<file path="src/rtl/hwpe_sel_ctrl_pkg.sv">
// ============================================================================
// Package : hwpe_sel_ctrl_pkg
// Brief   : Shared state encoding and register map of the HWPE select controller.
// Rev     : 1.0
// ============================================================================
`default_nettype none

package hwpe_sel_ctrl_pkg;

    typedef enum logic [1:0] {
        OFF   = 2'd0,
        ON    = 2'd1,
        DRAIN = 2'd2,
        GATE  = 2'd3
    } hwpe_sel_state_e;

    localparam logic [1:0] REG_CTRL   = 2'd0;
    localparam logic [1:0] REG_STATUS = 2'd1;
    localparam logic [1:0] REG_CLR    = 2'd2;
    localparam logic [1:0] REG_RSVD   = 2'd3;

    // The select request is taken from a full byte so out-of-range values can saturate.
    localparam int unsigned SEL_FIELD_LSB = 8;
    localparam int unsigned SEL_FIELD_W   = 8;

    localparam int unsigned STATUS_BUSY_BIT      = 0;
    localparam int unsigned STATUS_SWITCHING_BIT = 1;
    localparam int unsigned STATUS_TIMEOUT_BIT   = 2;

    function automatic logic [1:0] reg_index(input logic [3:2] addr_bits);
        return addr_bits;
    endfunction

endpackage

`default_nettype wire

</file>
<file path="src/rtl/hwpe_sel_ctrl_regs.sv">
// ============================================================================
// Module  : hwpe_sel_ctrl_regs
// Brief   : Config-bus decode, grant, CTRL/STATUS registers and 1-cycle response.
// Rev     : 1.0
// ============================================================================
`default_nettype none

module hwpe_sel_ctrl_regs
    import hwpe_sel_ctrl_pkg::*;
#(
    parameter int unsigned MAX_NUM_HWPES = 4,
    parameter int unsigned ID_WIDTH      = 8,
    parameter int unsigned SELW          = 2
) (
    input  logic                clk_i,
    input  logic                rst_i,
    input  logic                cfg_req_i,
    input  logic [31:0]         cfg_add_i,
    input  logic                cfg_wen_i,
    input  logic [31:0]         cfg_wdata_i,
    input  logic [3:0]          cfg_be_i,
    input  logic [ID_WIDTH-1:0] cfg_id_i,
    output logic                cfg_gnt_o,
    output logic [31:0]         cfg_r_rdata_o,
    output logic                cfg_r_valid_o,
    output logic [ID_WIDTH-1:0] cfg_r_id_o,
    input  hwpe_sel_state_e     state,
    input  logic [SELW-1:0]     hwpe_sel,
    input  logic                hwpe_busy,
    input  logic                timeout_set,
    output logic                ctrl_we,
    output logic [SELW-1:0]     wr_sel,
    output logic                wr_en,
    output logic [SELW-1:0]     sel_req,
    output logic                en_req,
    output logic                timeout
);

    localparam logic [SEL_FIELD_W-1:0] SEL_MAX = SEL_FIELD_W'(MAX_NUM_HWPES - 1);

    logic                   write_allowed;
    logic                   granted_write;
    logic                   be_ok;
    logic [1:0]             idx;
    logic                   clr_we;
    logic                   switching;
    logic [SEL_FIELD_W-1:0] sel_field;
    logic [31:0]            rdata_next;
    logic                   unused_bits;

    // Writes stall while a switch is in flight; reads are always served.
    assign write_allowed = (state == OFF) || (state == ON);
    assign cfg_gnt_o     = cfg_req_i && (cfg_wen_i || write_allowed);
    assign granted_write = cfg_gnt_o && !cfg_wen_i;
    assign be_ok         = cfg_be_i[0] && cfg_be_i[1];
    assign idx           = reg_index(cfg_add_i[3:2]);
    assign ctrl_we       = granted_write && be_ok && (idx == REG_CTRL);
    assign clr_we        = granted_write && be_ok && (idx == REG_CLR);
    assign switching     = (state == DRAIN) || (state == GATE);

    assign sel_field = cfg_wdata_i[SEL_FIELD_LSB +: SEL_FIELD_W];
    assign wr_sel    = (sel_field > SEL_MAX) ? SEL_MAX[SELW-1:0] : sel_field[SELW-1:0];
    assign wr_en     = cfg_wdata_i[0];

    assign unused_bits = ^{cfg_add_i[31:4], cfg_add_i[1:0], cfg_wdata_i[31:16],
                           cfg_wdata_i[7:1], cfg_be_i[3:2]};

    always_comb begin
        rdata_next = '0;
        case (idx)
            REG_CTRL: begin
                rdata_next[SEL_FIELD_LSB +: SELW] = sel_req;
                rdata_next[0]                     = en_req;
            end
            REG_STATUS: begin
                rdata_next[SEL_FIELD_LSB +: SELW]   = hwpe_sel;
                rdata_next[STATUS_TIMEOUT_BIT]      = timeout;
                rdata_next[STATUS_SWITCHING_BIT]    = switching;
                rdata_next[STATUS_BUSY_BIT]         = hwpe_busy;
            end
            default: rdata_next = '0;
        endcase
    end

    always_ff @(posedge clk_i or posedge rst_i) begin
        if (rst_i) begin
            cfg_r_valid_o <= 1'b0;
            cfg_r_rdata_o <= '0;
            cfg_r_id_o    <= '0;
            sel_req       <= '0;
            en_req        <= 1'b0;
            timeout       <= 1'b0;
        end else begin
            cfg_r_valid_o <= cfg_gnt_o;
            if (cfg_gnt_o) begin
                cfg_r_id_o    <= cfg_id_i;
                cfg_r_rdata_o <= cfg_wen_i ? rdata_next : '0;
            end
            if (ctrl_we) begin
                sel_req <= wr_sel;
                en_req  <= wr_en;
            end else if (timeout_set) begin
                en_req  <= 1'b0;
            end
            if (timeout_set) begin
                timeout <= 1'b1;
            end else if (clr_we) begin
                timeout <= 1'b0;
            end
        end
    end

endmodule

`default_nettype wire

</file>
<file path="src/rtl/hwpe_sel_ctrl.sv">
// ============================================================================
// Module  : hwpe_sel_ctrl
// Brief   : Owns HWPE enable/select; drains the busy engine, gates, switches.
//           `HWPE_SEL_CTRL_EVT_EN enables the switch-done event pulse on evt_o.
// Rev     : 1.0
// ============================================================================
`default_nettype none

module hwpe_sel_ctrl
    import hwpe_sel_ctrl_pkg::*;
#(
    parameter  int unsigned MAX_NUM_HWPES = 4,
    parameter  int unsigned ID_WIDTH      = 8,
    parameter  int unsigned GATE_CYCLES   = 2,
    parameter  int unsigned DRAIN_TIMEOUT = 1024,
    localparam int unsigned SELW          = (MAX_NUM_HWPES > 1) ? $clog2(MAX_NUM_HWPES) : 1
) (
    input  logic                clk_i,
    input  logic                rst_i,
    input  logic                cfg_req_i,
    input  logic [31:0]         cfg_add_i,
    input  logic                cfg_wen_i,
    input  logic [31:0]         cfg_wdata_i,
    input  logic [3:0]          cfg_be_i,
    input  logic [ID_WIDTH-1:0] cfg_id_i,
    output logic                cfg_gnt_o,
    output logic [31:0]         cfg_r_rdata_o,
    output logic                cfg_r_valid_o,
    output logic [ID_WIDTH-1:0] cfg_r_id_o,
    input  logic                hwpe_busy_i,
    output logic                hwpe_en_o,
    output logic [SELW-1:0]     hwpe_sel_o,
    output logic                evt_o
);

    localparam int unsigned CNT_MAX = (DRAIN_TIMEOUT > GATE_CYCLES) ? DRAIN_TIMEOUT : GATE_CYCLES;
    localparam int unsigned CNTW    = $clog2(CNT_MAX + 1);
    localparam logic [CNTW-1:0] DRAIN_LAST = CNTW'(DRAIN_TIMEOUT - 1);
    localparam logic [CNTW-1:0] GATE_LOAD  = CNTW'(GATE_CYCLES - 1);

    hwpe_sel_state_e state_q, state_d;
    logic [CNTW-1:0] cnt_q, cnt_d;
    logic [SELW-1:0] sel_q, sel_d;
    logic            en_q;
    logic            evt_d;
    logic            timeout_set;
    logic            ctrl_we;
    logic [SELW-1:0] wr_sel;
    logic            wr_en;
    logic [SELW-1:0] sel_req;
    logic            en_req;
    logic            timeout;

    hwpe_sel_ctrl_regs #(
        .MAX_NUM_HWPES (MAX_NUM_HWPES),
        .ID_WIDTH      (ID_WIDTH),
        .SELW          (SELW)
    ) u_regs (
        .clk_i         (clk_i),
        .rst_i         (rst_i),
        .cfg_req_i     (cfg_req_i),
        .cfg_add_i     (cfg_add_i),
        .cfg_wen_i     (cfg_wen_i),
        .cfg_wdata_i   (cfg_wdata_i),
        .cfg_be_i      (cfg_be_i),
        .cfg_id_i      (cfg_id_i),
        .cfg_gnt_o     (cfg_gnt_o),
        .cfg_r_rdata_o (cfg_r_rdata_o),
        .cfg_r_valid_o (cfg_r_valid_o),
        .cfg_r_id_o    (cfg_r_id_o),
        .state         (state_q),
        .hwpe_sel      (sel_q),
        .hwpe_busy     (hwpe_busy_i),
        .timeout_set   (timeout_set),
        .ctrl_we       (ctrl_we),
        .wr_sel        (wr_sel),
        .wr_en         (wr_en),
        .sel_req       (sel_req),
        .en_req        (en_req),
        .timeout       (timeout)
    );

    always_comb begin
        state_d     = state_q;
        cnt_d       = cnt_q;
        sel_d       = sel_q;
        timeout_set = 1'b0;
        evt_d       = 1'b0;
        case (state_q)
            OFF: begin
                if (ctrl_we && wr_en) begin
                    state_d = ON;
                    sel_d   = wr_sel;
                    evt_d   = 1'b1;
                end
            end
            ON: begin
                if (ctrl_we && ((wr_sel != sel_q) || !wr_en)) begin
                    state_d = DRAIN;
                    cnt_d   = '0;
                end
            end
            DRAIN: begin
                if (!hwpe_busy_i) begin
                    state_d = GATE;
                    cnt_d   = GATE_LOAD;
                end else if (cnt_q == DRAIN_LAST) begin
                    // Abandon the drain; the regs clear en_req so GATE lands in OFF.
                    timeout_set = 1'b1;
                    state_d     = GATE;
                    cnt_d       = GATE_LOAD;
                end else begin
                    cnt_d = cnt_q + CNTW'(1);
                end
            end
            GATE: begin
                if (cnt_q == '0) begin
                    sel_d   = sel_req;
                    state_d = en_req ? ON : OFF;
                    evt_d   = 1'b1;
                end else begin
                    cnt_d = cnt_q - CNTW'(1);
                end
            end
            default: state_d = OFF;
        endcase
    end

    // Enable is registered so the clock gate never sees a decode glitch.
    always_ff @(posedge clk_i or posedge rst_i) begin
        if (rst_i) begin
            state_q <= OFF;
            cnt_q   <= '0;
            sel_q   <= '0;
            en_q    <= 1'b0;
        end else begin
            state_q <= state_d;
            cnt_q   <= cnt_d;
            sel_q   <= sel_d;
            en_q    <= (state_d == ON) || (state_d == DRAIN);
        end
    end

    assign hwpe_en_o  = en_q;
    assign hwpe_sel_o = sel_q;

`ifdef HWPE_SEL_CTRL_EVT_EN
    logic evt_q;

    always_ff @(posedge clk_i or posedge rst_i) begin
        if (rst_i) begin
            evt_q <= 1'b0;
        end else begin
            evt_q <= evt_d;
        end
    end

    assign evt_o = evt_q;
`else
    logic unused_evt;

    assign unused_evt = evt_d;
    assign evt_o      = 1'b0;
`endif

endmodule

`default_nettype wire

</file>
<file path="config.mk">
export PLATFORM = sky130hd
export DESIGN_NAME = hwpe_sel_ctrl
export DESIGN_NICKNAME = d
export VERILOG_FILES = /design/src/rtl/hwpe_sel_ctrl_pkg.sv /design/src/rtl/hwpe_sel_ctrl_regs.sv /design/src/rtl/hwpe_sel_ctrl.sv
export SDC_FILE = /design/constraint.sdc
export NUM_CORES = 1
export LEC_CHECK = 0
export CAP_MARGIN = 5
export CELL_PAD_IN_SITES_DETAIL_PLACEMENT = 1
export CELL_PAD_IN_SITES_GLOBAL_PLACEMENT = 1
export CORE_UTILIZATION = 30
export CTS_BUF_LIST = sky130_fd_sc_hd__clkbuf_8
export DETAILED_ROUTE_END_ITERATION = 16
export PLACE_DENSITY_LB_ADDON = 0.1
export SYNTH_ARGS = -nofsm -noshare
export SYNTH_HDL_FRONTEND = slang
export SYNTH_HIERARCHICAL = 1
export SYNTH_SLANG_ARGS = --single-unit
</file>
<file path="constraint.sdc">
create_clock -name clk_i -period 7 [get_ports clk_i]
set_input_delay 1.4 -clock clk_i [delete_from_list [all_inputs] [get_ports clk_i]]
set_output_delay 1.4 -clock clk_i [all_outputs]
set_load 0.01 [all_outputs]
</file>
Yosys cells after proc, flatten, opt, wreduce, memory -nomap -nowiden:

Index checks and enable logic that the tools add are counted.

* equal/unequal tests: 13
* reductions and logical operators: 24
* multiplexer cells: 27
* order comparisons: 1
* add/subtract/negate cells: 2

Operators by type and width (count)
* $mux W11: 4
* $pmux W11 S3: 1
* $mux W2: 9
* $add A11 B1 Y11 const B: 1
* $eq A11 B10 Y1 const B: 1
* $logic_not A11 Y1: 1
* $sub A11 B1 Y11 const B: 1
* $mux W10: 1
* $eq A2 B2 Y1 const B: 4
* $gt A8 B2 Y1 const B: 1
* $logic_and A1 B1 Y1: 8
* $mux W1: 8
* $ne A2 B2 Y1 const B: 4
* $pmux W2 S2: 2
* $pmux W2 S4: 1
* $eq A2 B1 Y1 const B: 3
* $reduce_and A3 Y1: 2
* $reduce_bool A2 Y1: 3
* $logic_or A1 B1 Y1: 5
* $logic_not A2 Y1: 2
* $reduce_bool A3 Y1: 1
* $logic_not A1 Y1: 2
* $ne A2 B2 Y1: 1
* $pmux W1 S2: 1

* output and inout bits: 46
* input port bits: 81
* logic and storage cells: 77
* register bits after elaboration: 61

Longest topological paths before layout:

* depth after elaboration: 12
* depth in mapped cells: 8
* gate-level depth less buffers: 8

Modules after synthesis:

The synthesis kept the hierarchy.

By module, submodules not included
* hwpe_sel_ctrl: area each 1313.8 µm², sequential area each 400.4 µm², cells an instance 153, instances 1
* hwpe_sel_ctrl_regs: area each 996.0 µm², sequential area each 450.4 µm², cells an instance 88, instances 1

Least setup slack after synthesis:

Ideal clock, no wire load.

* path type: in2out
* start point: input port cfg_wen_i
* end point: output port cfg_gnt_o
* stages on the path: 3
* buffers on the path: 1
* required time: 5.600 ns
* setup slack: 3.574 ns
* arrival time: 2.026 ns
* cells stage by stage: o21ai_1 buf_2 inv_1

* word-level cells in the longest chain between the ends: 2

Ends and longest elaborated chain
* from (decl): RTL line hwpe_sel_ctrl.sv:22 `input logic cfg_wen_i,`
* $logic_or A1 B1 Y1: RTL line hwpe_sel_ctrl_regs.sv:53 `assign cfg_gnt_o = cfg_req_i && (cfg_wen_i || write_allowed);`
* $logic_and A1 B1 Y1: RTL line hwpe_sel_ctrl_regs.sv:53
* to (decl): RTL line hwpe_sel_ctrl.sv:26 `output logic cfg_gnt_o,`

Every way passes these cells.

Worst setup path in the final report:

Ends and elaborated chain as after synthesis.

==> qor.yml <==
run_status:
  status: "completed"
yosys:
  synthArstFlopShare: 1.00
  ys_ff_latch: 34
  seq_area_frac_synth: 0.368
  yosysWarnings: 6
  synth_edf_count: 0
  syn_area_um2: 2310
  syn_area_per_cell_um2: 9.58
  synthCells: 241
  yosysUniqueCellTypes: 60
  synth-main-ff-cell: "dfrtp_1"
drt:
  vias_per_cell: 5.05
  dr.pass1.iters: 4
  ant_nets: 0
  vias: 1898
  routedWlPerCell_um: 15.2
  wl_um: 5720
  drc: 0
  drt-initial-drc-count: 95
clock_tree:
  cts_setup_buffers: 0
  cts_tree: "yes"
  clkLatencyLatePin_ps: 290
  clock_sinks: 34
  root_buffer: "clkbuf_8"
  holdBufCountCts: 0
  cts_buffers: 5
  clk_pin_slew_ps: 70
  htree_num_levels: 2
  clk_path_buf_depth: 2
  cts_resized: 0
timing:
  fin_skew_ps: 5.16
  max_freq_mhz: 248
  fin_crit_ps: 4030
  worstMarginPinSlew_ps: 697
  rsz0062_at_grt: "false"
  setup_viol: 0
  setup_tns_ps: 0
  worst_slack_ps: 2970
  period_share: 0.576
  hold_violations: 0
  worst_hold_slack_ps: 492
  slew_viol_final: 0
  slew_headroom: 0.535
setup_path:
  worstSetupStartpointType: "input pin"
  crit_start: "cfg_wen_i"
  reg2regPathDepth: 7
  cp_data_required_time_ps: 5600
  critPathKind: "input pin to primary output"
  r2r-start: "state_q[1]$_DFF_PP0_"
  r2r_end: "cnt_q[7]$_DFFE_PP0P_"
  slowest_delay_ps: 530
  crit_top_cell: "clkdlybuf4s50_1"
  crit_path_cell_trace: "clkdlybuf4s50_1 > o21ai_1 > inv_1 > clkdlybuf4s50_1"
  r2r_slack_ps: 4180
  worstPathMaxFanout: 3
  crit_path_end_kind: "primary output"
  crit_path_end: "cfg_gnt_o"
  crit_arrival_ps: 2630
  slowest_stage: "clkdlybuf4s50_1"
placed_design:
  io_buffers: 43
  dpl_cell_area_um2: 2640
  preCtsSetupSlack_ps: 2770
  hpwl_um: 4290
  place_congestion: 0.730
power_and_ir_drop:
  combPwrFrac: 0.149
  max-vdd-ir-drop_mv: 0.0643
  pwr-share-clk: 0.342
  power-per-cell-area_nw_per_um2: 151
  seq_power_share: 0.509
  internal_power_w: 0.000306
  leakage_nw: 1.17
  switchingPower_w: 0.000104
  sw_frac_of_total: 0.253
die:
  core_area_um2: 7330
  start_util: 0.315
  ios: 127
  dieArea_um2: 8050
  die_x_um: 89.7
  die_h_um: 89.7
  rows: 31
finish:
  diodes: 0
  final_nets: 361
  final_util: 0.371
  final_cell_area_um2: 2720
  final_cell_mix: "clkdlybuf4s50_1 (43), dfrtp_1 (34), conb_1 (28)"
  synthToLayoutAreaGrowth_pct: 17.7
  layout_commonest_cell: "clkdlybuf4s50_1"
  drive_above_1_share: 0.126
flow_run:
  maxCapViolations: 0
worst_hold_path:
  hold_path_class: "flop to flop"
  hold_path_depth: 1
grt:
  grt_max_degree: 19
  antenna_found_initial: 0
  grt_pass1_wl_um: 9720
  track_usage: 0.151
  first_global_vias: 1825
  grt.overflow.total: 0
per-layer routing:
| layer | vias up | track usage | wire length, um |
|---|---|---|---|
| met2 | 53 | 0.228 | 2570 |
| met5 | - | 0 | 0 |
| met1 | 950 | 0.215 | 2850 |
| met3 | 6 | 0.0305 | 218 |
| met4 | 0 | 0.0519 | 77 |
| li1 | 889 | - | - |
Yosys cell counts, drive strengths merged, types with 3 or more instances:
cell     count  share of area
xnor2        3          0.011
nor3         9          0.024
nand4        3         0.0081
mux2        11          0.054
mux2i        3          0.013
o31ai        5          0.016
o22ai        4          0.011
a31oi        4          0.011
nand3        8          0.017
nand3b       3         0.0098
nor4         4          0.011
nor2        18          0.029
buf         40           0.14
a21oi       13          0.031
nand2       14          0.023
and3         3         0.0087
inv          9          0.015
o2bb2ai      3          0.011
o21ai       11          0.025
dfrtp       34           0.37
ha           3          0.016
registers in the layout, indices dropped and copies added, names as in the netlist, 2 cells and up:
signal,count
cnt_q,11
u_regs/cfg_r_id_o,8
u_regs/cfg_r_rdata_o,5
hwpe_sel_o,2
state_q,2
u_regs/sel_req,2
power groups by stage:
stage | clock (W) | combinational [W] | sequential (W)
after floorplan | 0 | 0.0000342 | 0.000216
after global placement | 0 | 0.0000621 | 0.000212
after detailed placement | 0 | 0.0000622 | 0.000212
after CTS | 0.000148 | 0.0000623 | 0.000209
after global routing | 0.000154 | 0.0000661 | 0.000209
final | 0.000140 | 0.0000612 | 0.000208
worst min path at each step:
stage | start | end | slack [ps]
global route | u_regs/cfg_r_rdata_o[9]$_DFFE_PP0P_ | u_regs/cfg_r_rdata_o[9]$_DFFE_PP0P_ | 510
CTS | u_regs/cfg_r_rdata_o[9]$_DFFE_PP0P_ | u_regs/cfg_r_rdata_o[9]$_DFFE_PP0P_ | 500
floorplan | u_regs/timeout$_DFFE_PP0P_ | u_regs/timeout$_DFFE_PP0P_ | 480
detailed placement | u_regs/cfg_r_rdata_o[9]$_DFFE_PP0P_ | u_regs/cfg_r_rdata_o[9]$_DFFE_PP0P_ | 480
finish | u_regs/cfg_r_rdata_o[8]$_DFFE_PP0P_ | u_regs/cfg_r_rdata_o[8]$_DFFE_PP0P_ | 490
global placement | u_regs/cfg_r_rdata_o[0]$_DFFE_PP0P_ | u_regs/cfg_r_rdata_o[0]$_DFFE_PP0P_ | 480
worst max-delay path, delay by kind of cell:
| family | cells | cell delay [ps] |
|---|---|---|
| buf+inv | 3 | 1120 |
| compound gates | 1 | 110 |
stage by stage:
| step | power [W] | cells |
|---|---|---|
| 5_1_grt | 0.000430 | 376 |
| 2_1_floorplan | 0.000250 | 267 |
| 3_3_place_gp | 0.000274 | 369 |
| 3_5_place_dp | 0.000275 | 369 |
| 6_report | 0.000410 | 376 |
| 4_1_cts | 0.000419 | 376 |
cells by family after synthesis:
logic type,share of synthesized area
flops,0.368
compound gates,0.190
xor+xnor,0.0152
other cells,0.00325
buf+inv,0.158
fa+ha+maj,0.0163
simple gates,0.183
mux,0.0666
cell type report:
class                      instances  area (um2)
clock inverter                     2        10.0
clock buffer                       5        68.8
tap                               99         124
inverter                           9        33.8
sequential                        34         851
multi-input combinational        183        1190
timing repair buffer              44         438
fill                             865        4610
Power figures use the tool's default switching activity.
